--- config.mk ---
export PLATFORM = sky130hd
export DESIGN_NAME = key_debounce_flat
export DESIGN_NICKNAME = d
export VERILOG_FILES = /design/src/rtl/key_debounce_pkg.sv /design/src/rtl/key_debounce_if.sv /design/src/rtl/key_debounce_ch.sv /design/src/rtl/key_debounce.sv /design/src/flat_wrapper.sv
export SDC_FILE = /design/constraint.sdc
export NUM_CORES = 1
export LEC_CHECK = 0
export CAP_MARGIN = 20
export CORE_ASPECT_RATIO = 0.75
export CORE_MARGIN = 2
export CORE_UTILIZATION = 67
export CTS_CLUSTER_SIZE = 14
export DETAILED_ROUTE_END_ITERATION = 16
export GPL_TIMING_DRIVEN = 0
export HOLD_SLACK_MARGIN = 0.05
export PLACE_DENSITY = 0.85
export RECOVER_POWER = 50
export REMOVE_ABC_BUFFERS = 1
export SLEW_MARGIN = 25
export SYNTH_ARGS = -nofsm -noshare
export SYNTH_HDL_FRONTEND = slang
export SYNTH_SLANG_ARGS = --single-unit
export TNS_END_PERCENT = 50
--- constraint.sdc ---
create_clock -name clk_50m -period 4.95 [get_ports clk_50m]
set_input_delay 0.99 -clock clk_50m [delete_from_list [all_inputs] [get_ports clk_50m]]
set_output_delay 0.99 -clock clk_50m [all_outputs]
set_load 0.02 [all_outputs]
--- src/rtl/key_debounce_pkg.sv ---
// Shared types and default timing constants for the key debouncer.
//   key_state_e               : per-channel debounce FSM state (2-bit encoding)
//   DEFAULT_DEBOUNCE_CYCLES   : stable cycles needed to accept a press or release
//   DEFAULT_LONG_PRESS_CYCLES : hold time before a long-press pulse (1 s at 50 MHz)
package key_debounce_pkg;

    typedef enum logic [1:0] {
        IDLE         = 2'd0,
        PRESS_WAIT   = 2'd1,
        PRESSED      = 2'd2,
        RELEASE_WAIT = 2'd3
    } key_state_e;

    localparam int DEFAULT_DEBOUNCE_CYCLES   = 8192;
    localparam int DEFAULT_LONG_PRESS_CYCLES = 50_000_000;

endpackage

--- src/rtl/key_debounce_if.sv ---
// Bundle of key pins and the classified key events.
//   key_in      : raw key pins (driven by the board side / master)
//   key_level   : debounced pressed level, 1 = pressed
//   key_press   : one-cycle pulse on an accepted press
//   key_release : one-cycle pulse on an accepted release
//   key_long    : one-cycle pulse when a press has been held long enough
// Modports: master drives the pins and consumes events; slave is the debouncer.
interface key_debounce_if #(
    parameter int NUM_KEYS = 2
);

    logic [NUM_KEYS-1:0] key_in;
    logic [NUM_KEYS-1:0] key_level;
    logic [NUM_KEYS-1:0] key_press;
    logic [NUM_KEYS-1:0] key_release;
    logic [NUM_KEYS-1:0] key_long;

    modport master (
        output key_in,
        input  key_level,
        input  key_press,
        input  key_release,
        input  key_long
    );

    modport slave (
        input  key_in,
        output key_level,
        output key_press,
        output key_release,
        output key_long
    );

endinterface

--- src/rtl/key_debounce_ch.sv ---
// One key channel: 2-flop synchroniser, debounce FSM, hold timer and
// registered event outputs.
//   clk         : system clock
//   rst_n       : asynchronous active-low reset
//   key_raw     : raw key pin, already normalised so that 1 = pressed
//   key_level   : debounced pressed level
//   key_press   : one-cycle pulse on accepted press
//   key_release : one-cycle pulse on accepted release
//   key_long    : one-cycle pulse, at most once per press, after a long hold
module key_debounce_ch
    import key_debounce_pkg::*;
#(
    parameter int DEBOUNCE_CYCLES   = DEFAULT_DEBOUNCE_CYCLES,
    parameter int LONG_PRESS_CYCLES = DEFAULT_LONG_PRESS_CYCLES
) (
    input  logic clk,
    input  logic rst_n,
    input  logic key_raw,
    output logic key_level,
    output logic key_press,
    output logic key_release,
    output logic key_long
);

    localparam int DB_W   = $clog2(DEBOUNCE_CYCLES);
    localparam int HOLD_W = $clog2(LONG_PRESS_CYCLES);

    localparam logic [DB_W-1:0]   DB_LAST   = DB_W'(DEBOUNCE_CYCLES - 1);
    localparam logic [HOLD_W-1:0] HOLD_LAST = HOLD_W'(LONG_PRESS_CYCLES - 1);

    logic [1:0]        sync_q,       sync_d;
    key_state_e        state_q,      state_d;
    logic [DB_W-1:0]   db_cnt_q,     db_cnt_d;
    logic [HOLD_W-1:0] hold_cnt_q,   hold_cnt_d;
    logic              long_fired_q, long_fired_d;
    logic              level_q,      level_d;
    logic              press_q,      press_d;
    logic              release_q,    release_d;
    logic              long_q,       long_d;

    logic              k_s;
    logic [HOLD_W-1:0] hold_sat;
    logic              release_accept;

    assign sync_d = {sync_q[0], key_raw};
    assign k_s    = sync_q[1];

    // Hold timer runs for the whole press, including release bounces,
    // and sticks at its last value so it can never wrap.
    assign hold_sat = (hold_cnt_q == HOLD_LAST) ? hold_cnt_q
                                                : hold_cnt_q + HOLD_W'(1);

    assign release_accept = (state_q == RELEASE_WAIT) && !k_s && (db_cnt_q == DB_LAST);

    always_ff @(posedge clk or negedge rst_n) begin
        if (!rst_n) begin
            sync_q       <= '0;
            state_q      <= IDLE;
            db_cnt_q     <= '0;
            hold_cnt_q   <= '0;
            long_fired_q <= 1'b0;
            level_q      <= 1'b0;
            press_q      <= 1'b0;
            release_q    <= 1'b0;
            long_q       <= 1'b0;
        end else begin
            sync_q       <= sync_d;
            state_q      <= state_d;
            db_cnt_q     <= db_cnt_d;
            hold_cnt_q   <= hold_cnt_d;
            long_fired_q <= long_fired_d;
            level_q      <= level_d;
            press_q      <= press_d;
            release_q    <= release_d;
            long_q       <= long_d;
        end
    end

    always_comb begin
        state_d = state_q;
        case (state_q)
            IDLE: begin
                if (k_s) state_d = PRESS_WAIT;
            end
            PRESS_WAIT: begin
                if (!k_s)                   state_d = IDLE;
                else if (db_cnt_q == DB_LAST) state_d = PRESSED;
            end
            PRESSED: begin
                if (!k_s) state_d = RELEASE_WAIT;
            end
            RELEASE_WAIT: begin
                if (k_s)                    state_d = PRESSED;
                else if (db_cnt_q == DB_LAST) state_d = IDLE;
            end
            default: state_d = IDLE;
        endcase
    end

    always_comb begin
        db_cnt_d     = db_cnt_q;
        hold_cnt_d   = hold_cnt_q;
        long_fired_d = long_fired_q;
        level_d      = level_q;
        press_d      = 1'b0;
        release_d    = 1'b0;
        long_d       = 1'b0;
        case (state_q)
            IDLE: begin
                if (k_s) db_cnt_d = '0;
            end
            PRESS_WAIT: begin
                if (k_s) begin
                    if (db_cnt_q == DB_LAST) begin
                        press_d      = 1'b1;
                        level_d      = 1'b1;
                        hold_cnt_d   = '0;
                        long_fired_d = 1'b0;
                    end else begin
                        db_cnt_d = db_cnt_q + DB_W'(1);
                    end
                end
            end
            PRESSED, RELEASE_WAIT: begin
                hold_cnt_d = hold_sat;
                if (state_q == PRESSED) begin
                    if (!k_s) db_cnt_d = '0;
                end else if (!k_s) begin
                    if (release_accept) begin
                        release_d = 1'b1;
                        level_d   = 1'b0;
                    end else begin
                        db_cnt_d = db_cnt_q + DB_W'(1);
                    end
                end
                // A release accepted on the same cycle takes priority over
                // the long-press pulse so the two never coincide.
                if ((hold_sat == HOLD_LAST) && !long_fired_q && !release_accept) begin
                    long_d       = 1'b1;
                    long_fired_d = 1'b1;
                end
            end
            default: ;
        endcase
    end

    assign key_level   = level_q;
    assign key_press   = press_q;
    assign key_release = release_q;
    assign key_long    = long_q;

endmodule

--- src/rtl/key_debounce.sv ---
// Multi-key front end: polarity normalisation and one debounce channel per key.
//   clk_50m : system clock, 50 MHz
//   rst_n   : asynchronous active-low reset
//   bus     : key pins in, debounced level and press/release/long pulses out
module key_debounce
    import key_debounce_pkg::*;
#(
    parameter int NUM_KEYS          = 2,
    parameter int ACTIVE_HIGH       = 1,
    parameter int DEBOUNCE_CYCLES   = DEFAULT_DEBOUNCE_CYCLES,
    parameter int LONG_PRESS_CYCLES = DEFAULT_LONG_PRESS_CYCLES
) (
    input  logic           clk_50m,
    input  logic           rst_n,
    key_debounce_if.slave  bus
);

    logic [NUM_KEYS-1:0] key_norm;
    logic [NUM_KEYS-1:0] level_w;
    logic [NUM_KEYS-1:0] press_w;
    logic [NUM_KEYS-1:0] release_w;
    logic [NUM_KEYS-1:0] long_w;

    // Channels always see 1 = pressed regardless of the board wiring.
    assign key_norm = (ACTIVE_HIGH != 0) ? bus.key_in : ~bus.key_in;

    for (genvar i = 0; i < NUM_KEYS; i++) begin : g_ch
        key_debounce_ch #(
            .DEBOUNCE_CYCLES   (DEBOUNCE_CYCLES),
            .LONG_PRESS_CYCLES (LONG_PRESS_CYCLES)
        ) u_ch (
            .clk         (clk_50m),
            .rst_n       (rst_n),
            .key_raw     (key_norm[i]),
            .key_level   (level_w[i]),
            .key_press   (press_w[i]),
            .key_release (release_w[i]),
            .key_long    (long_w[i])
        );
    end

    assign bus.key_level   = level_w;
    assign bus.key_press   = press_w;
    assign bus.key_release = release_w;
    assign bus.key_long    = long_w;

endmodule

--- src/flat_wrapper.sv ---
// flat-port wrapper written by rule: the top's interface ports become plain ports
module key_debounce_flat import key_debounce_pkg::*;
#(
    parameter int NUM_KEYS          = 2,
    parameter int ACTIVE_HIGH       = 1,
    parameter int DEBOUNCE_CYCLES   = DEFAULT_DEBOUNCE_CYCLES,
    parameter int LONG_PRESS_CYCLES = DEFAULT_LONG_PRESS_CYCLES
)
  (clk_50m, rst_n, bus_key_in, bus_key_level, bus_key_press, bus_key_release, bus_key_long);
  key_debounce_if #(.NUM_KEYS(NUM_KEYS)) bus_i ();
  input  logic clk_50m;
  input  logic rst_n;
  input wire logic [$bits(bus_i.key_in)-1:0] bus_key_in;
  output wire logic [$bits(bus_i.key_level)-1:0] bus_key_level;
  output wire logic [$bits(bus_i.key_press)-1:0] bus_key_press;
  output wire logic [$bits(bus_i.key_release)-1:0] bus_key_release;
  output wire logic [$bits(bus_i.key_long)-1:0] bus_key_long;
  assign bus_i.key_in = bus_key_in;
  assign bus_key_level = bus_i.key_level;
  assign bus_key_press = bus_i.key_press;
  assign bus_key_release = bus_i.key_release;
  assign bus_key_long = bus_i.key_long;
  key_debounce #(.NUM_KEYS(NUM_KEYS), .ACTIVE_HIGH(ACTIVE_HIGH), .DEBOUNCE_CYCLES(DEBOUNCE_CYCLES), .LONG_PRESS_CYCLES(LONG_PRESS_CYCLES)) u_core (.clk_50m(clk_50m), .rst_n(rst_n), .bus(bus_i));
endmodule
Word-level counts from Yosys, hierarchy flattened
Cells that the tools add are included.
{"block": "word_totals", "ff_bits": 96, "input_bits": 4, "elab_cells": 164}
{"block": "op_classes", "addsub": 4, "eq_ne": 36, "mux": 76, "n_reduce_logical": 30}
{"operator": "2-to-1 mux 13 bit", "n": 14}
{"operator": "2-to-1 mux 26 bit", "n": 6}
{"operator": "== test 26 bit, second input constant", "n": 4}
{"operator": "case mux 26 bit (2 select lines)", "n": 2}
{"operator": "case mux 13 bit (3 select lines)", "n": 2}
{"operator": "adder 26 x 1 -> 26 bit, second input constant", "n": 2}
{"operator": "inequality test 2 bit, second input constant", "n": 18}
{"operator": "2-to-1 mux 1 bit", "n": 34}
{"operator": "adder 13 x 1 -> 13 bit, second input constant", "n": 2}
{"operator": "== test 13 bit, second input constant", "n": 2}
{"operator": "2-to-1 mux 2 bit", "n": 12}
{"operator": "case mux 2 bit (4 select lines)", "n": 2}
{"operator": "AND reduction 4 bit", "n": 4}
{"operator": "inequality test 3 bit, second input constant", "n": 4}
{"operator": "AND reduction 6 bit", "n": 2}
{"operator": "AND reduction 5 bit", "n": 2}
{"operator": "== test 2 bit, second input constant", "n": 4}
{"operator": "logical AND 1 bit", "n": 8}
{"operator": "case mux 1 bit (2 select lines)", "n": 4}
{"operator": "zero test 1 bit", "n": 6}
{"operator": "inequality test 3 x 2 -> 1 bit, second input constant", "n": 2}
{"operator": "AND reduction 3 bit", "n": 2}
{"operator": "== test 2 x 1 -> 1 bit, second input constant", "n": 2}
{"operator": "zero test 2 bit", "n": 2}
{"operator": "other kinds (2)", "n": 4}

Depth between registers and ports, before layout
{"block": "logic_depth", "ltp_word": 7, "mapped_depth": 9}

Hierarchy
From an unflattened synthesis, not the netlist that was laid out.
{"block": "unflattened", "hier_cells": 688, "area_unflattened_um2": 5820.6}
{"mod": "key_debounce_ch (u_core.g_ch[1].u_ch)", "n_inst": 1, "cells_each": 373, "area_per_inst_um2": 3088.0, "seq_area_each_um2": 1201.2}
{"mod": "key_debounce_ch (u_core.g_ch[0].u_ch)", "n_inst": 1, "cells_each": 315, "area_per_inst_um2": 2732.6, "seq_area_each_um2": 1201.2}

Least setup slack after synthesis
OpenSTA, ideal clock, no wires.
{"block": "synth_path", "path_kind": "register to register", "from": "register u_core.g_ch[0].u_ch.hold_cnt_q[0]", "to": "register u_core.g_ch[0].u_ch.long_fired_q", "setup_time_ns": 0.065, "arrival_ns": 2.579, "t_required_ns": 4.885, "setup_slack_ns": 2.306, "path_stages_with_launch": 10, "period_less_slack_ns": 2.644, "cell_sequence": "dfrtp_1 -> ha_1 -> nand2_1 -> or4_4 -> buf_6 -> nor4_1 -> xor2_1 -> or4_4 -> nor4_4 -> o22a_1"}
{"block": "synth_via", "elab_chain_len": 7, "elab_cells_between_ends": 8, "classes_between": "1 x add/sub; 3 x eq/ne; 1 x mux; 3 x reduce/logical"}
{"element": "from (decl)", "line": "key_debounce_ch.sv:34", "source": "logic [HOLD_W-1:0] hold_cnt_q, hold_cnt_d;"}
{"element": "from (signal assigned)", "line": "key_debounce_ch.sv:70", "source": "hold_cnt_q <= hold_cnt_d;"}
{"element": "adder 26 x 1 -> 26 bit or == test 26 bit (tied branches)", "line": "key_debounce_ch.sv:51, key_debounce_ch.sv:50"}
{"element": "2-to-1 mux 26 bit (*)", "line": "key_debounce_ch.sv:50", "source": "assign hold_sat = (hold_cnt_q == HOLD_LAST) ? hold_cnt_q"}
{"element": "== test 26 bit (*)", "line": "key_debounce_ch.sv:138", "source": "if ((hold_sat == HOLD_LAST) && !long_fired_q && !release_accept) begin"}
{"element": "logical AND 1 bit (*) (2 in a row)", "line": "key_debounce_ch.sv:138"}
{"element": "inequality test 2 bit (no line) (*)"}
{"element": "AND reduction 4 bit (no line) (*)"}
{"element": "to (signal assigned)", "line": "key_debounce_ch.sv:71", "source": "long_fired_q <= long_fired_d;"}
{"element": "to (decl)", "line": "key_debounce_ch.sv:35", "source": "logic long_fired_q, long_fired_d;"}
Every way passes the cells marked *; elsewhere a longest branch is shown, timed or not.
A chain may end at the register's enable or synchronous reset.

==> out/metrics.yaml <==
cp_num_buf_inv: 1
violations: "capacitance limit, slew limit"
reg.largest.list: "u_core.g_ch.u_ch.hold_cnt_q (52), u_core.g_ch.u_ch.db_cnt_q (26), u_core.g_ch.u_ch.sync_q (4)"
dp_worst_setup_slack_ns: 2.019
initial_core_util_pct: 69.61
wl_per_cell_um: 15.92
syn_area_sq_um: 5560
dpl_cell_area_sq_um: 5648
grt_setup_unrepaired: "false"
die_h_um: 82.90
hold_viol_final: 0
die-area_sq_um: 9051
cp_slowest_stage_delay_ns: 1.81
clk_pin_slew_ns: 0.09
nets: 627
cts_setup_buffers: 0
synthesis.area_per_instance_sq_um: 8.715
num_rows: 28
die_w_um: 109.2
grt_pass1_vias: 4210
clock_power_share_pct: 39.7
synthCells: 638
seq_area_frac_synth_pct: 43.20
grt_pass1_wl_mm: 20.16
largest_register: "u_core.g_ch.u_ch.hold_cnt_q"
cts_hold_buf: 0
port_buffers: 11
largest_reg_flops: 52
yosys.area.top_type: "dfrtp_1"
drtIter0Drc: 436
vias_per_cell: 6.318
seqPwrFrac_pct: 57.3
slowest_stage: "clkbuf_1"
cts-buffers-inserted: 9
fp.coreArea_sq_um: 7988
antenna_found_initial: 0
worst_pin_slew_ns: 2.615
drv_cap: 1
fmax_ghz: 0.3221
slew_headroom_pct: -74.36
gp_congestion: 0.9173
cp.required_ns: 4.68
globalRouteOverflowTotal: 0
p_sw_uw: 317.2
setup_viol: 0
ys_seq_elements: 96
path_cells: "clkbuf_1"
antenna_left: 0
worstSkewPairLatency_ns: 0.37
path_class: "in2async"
synth_cell_types: 56
layout_min_cycle_time_ns: 3.105
worstSetupStartpointType: "primary input"
wl_mm: 11.61
grt_usage_pct: 27.75
layoutNonFillerInstCount: 729
power_leakage_nw: 2.348
min_period_over_period_pct: 62.73
ys_top_cells_by_area: "dfrtp_1, nand2_1, xnor2_1"
cp.arrival_ns: 2.84
p_per_area_nw_per_um2: 239.2
cts_tree: "yes"
final_common_cell: "nand2_1"
comb_power_share_pct: 3.0
fin_ws_ns: 1.845
ys.flop_type: "dfrtp_1"
ys_warn_count: 0
vdd_ir_drop_max_mv: 0.1931
placed_cells: 713
synth-async-reset-ratio_pct: 100.0
cp_max_fo: 48
vias: 4606
cts.path.max_buffers: 2
synthDominantCellAreaShare_pct: 43.20
fin_worst_skew_ns: 0.008684
status: "finished with violations"
tns_ns: 0
p_sw_share_pct: 22.63
worst_hold_path_type: "reg2reg"
worst_path_dominant_cell_family: "buffers and inverters"
layout_common_cells: "nand2_1, dfrtp_1, nor2_1"
drive_gt1_share_pct: 6.090
clock-sinks: 96
ios: 12
fill_cells: 587
synth_edf_count: 0
firstDrtPassIters: 5
root_buffer: "clkbuf_8"
cp-end-kind: "async pin"
intPower_mw: 1.085
route.detailed.drc: 0
grt_max_degree: 50
cts-resized-gates: 0
htree_num_levels: 3
hpwl_mm: 7.827
slew_viol_final: 48
areaGrowthSynthToFinish_pct: 5.423
fin_util_pct: 73.39
fin_area_sq_um: 5862
antenna_cells: 0
-- cells in the mapped netlist, types with 14 or more instances --
cell type  instances
xor2_1            29
nor3_1            16
nand4_1           23
a21oi_1           20
nor2_1            49
o21ai_0           43
clkbuf_1          20
xnor2_1           30
dfrtp_1           96
nand3_1           32
nand2_1          115
buf_2             14
-- cell families (layout without fill, tap and decap cells) --
logic type,Yosys count,in the layout,share of synthesized area (%)
flops,96,96,43.20
simple gates,307,307,28.22
xor+xnor,60,60,9.788
fa+ha+maj,4,4,0.9001
mux,13,13,2.385
compound gates,100,100,10.46
buf+inv,58,44,5.041
-- final timing paths --
check	start	to	slack (ns)	cells after the start
worst max-delay path	rst_n	async pin	1.85	1
worst min-delay path	u_core.g_ch[1].u_ch.sync_q[0]$_DFF_PN0_	u_core.g_ch[1].u_ch.sync_q[1]$_DFF_PN0_	0.37	0
worst max register to register	u_core.g_ch[1].u_ch.hold_cnt_q[0]$_DFFE_PN0P_	u_core.g_ch[1].u_ch.long_fired_q$_DFFE_PN0P_	1.88	8
worst min register to register	u_core.g_ch[1].u_ch.sync_q[0]$_DFF_PN0_	u_core.g_ch[1].u_ch.sync_q[1]$_DFF_PN0_	0.37	0
max in group clk_50m	u_core.g_ch[1].u_ch.hold_cnt_q[0]$_DFFE_PN0P_	u_core.g_ch[1].u_ch.long_fired_q$_DFFE_PN0P_	1.88	8
min in group asynchronous	rst_n	u_core.g_ch[1].u_ch.hold_cnt_q[4]$_DFFE_PN0P_	1.43	1
-- cell type report --
class	instances	area, sq um	area share (%)
multi-input combinational	484	2883	49.18
sequential	96	2405	41.02
timing repair buffer	14	173.9	2.967
clock buffer	13	168.9	2.882
tap	105	131.4	2.241
inverter	14	52.55	0.8965
clock inverter	3	47.55	0.8111
-- metrics by stage --
stage | total power [mW] | hold WS (ns)
floorplan | 0.8351 | 0.3312
global placement | 0.8576 | 0.3357
detailed placement | 0.8627 | 0.3512
CTS | 1.415 | 0.3713
global route | 1.458 | 0.3949
finish | 1.402 | 0.3735
-- metal layers --
metal,track usage [%],wire [um]
met1,41.94,5443
met2,41.28,5236
met3,5.259,782
met4,7.020,145
met5,0,0
-- power by group through the flow --
stage	combinational, mW	sequential [mW]	clock [mW]
after floorplan	0.0187	0.816	0
after global placement	0.0395	0.818	0
after detailed placement	0.0439	0.819	0
after CTS	0.0442	0.803	0.567
after global routing	0.0490	0.806	0.603
final	0.0416	0.804	0.557
No activity file was read; power rests on OpenSTA's default activity.
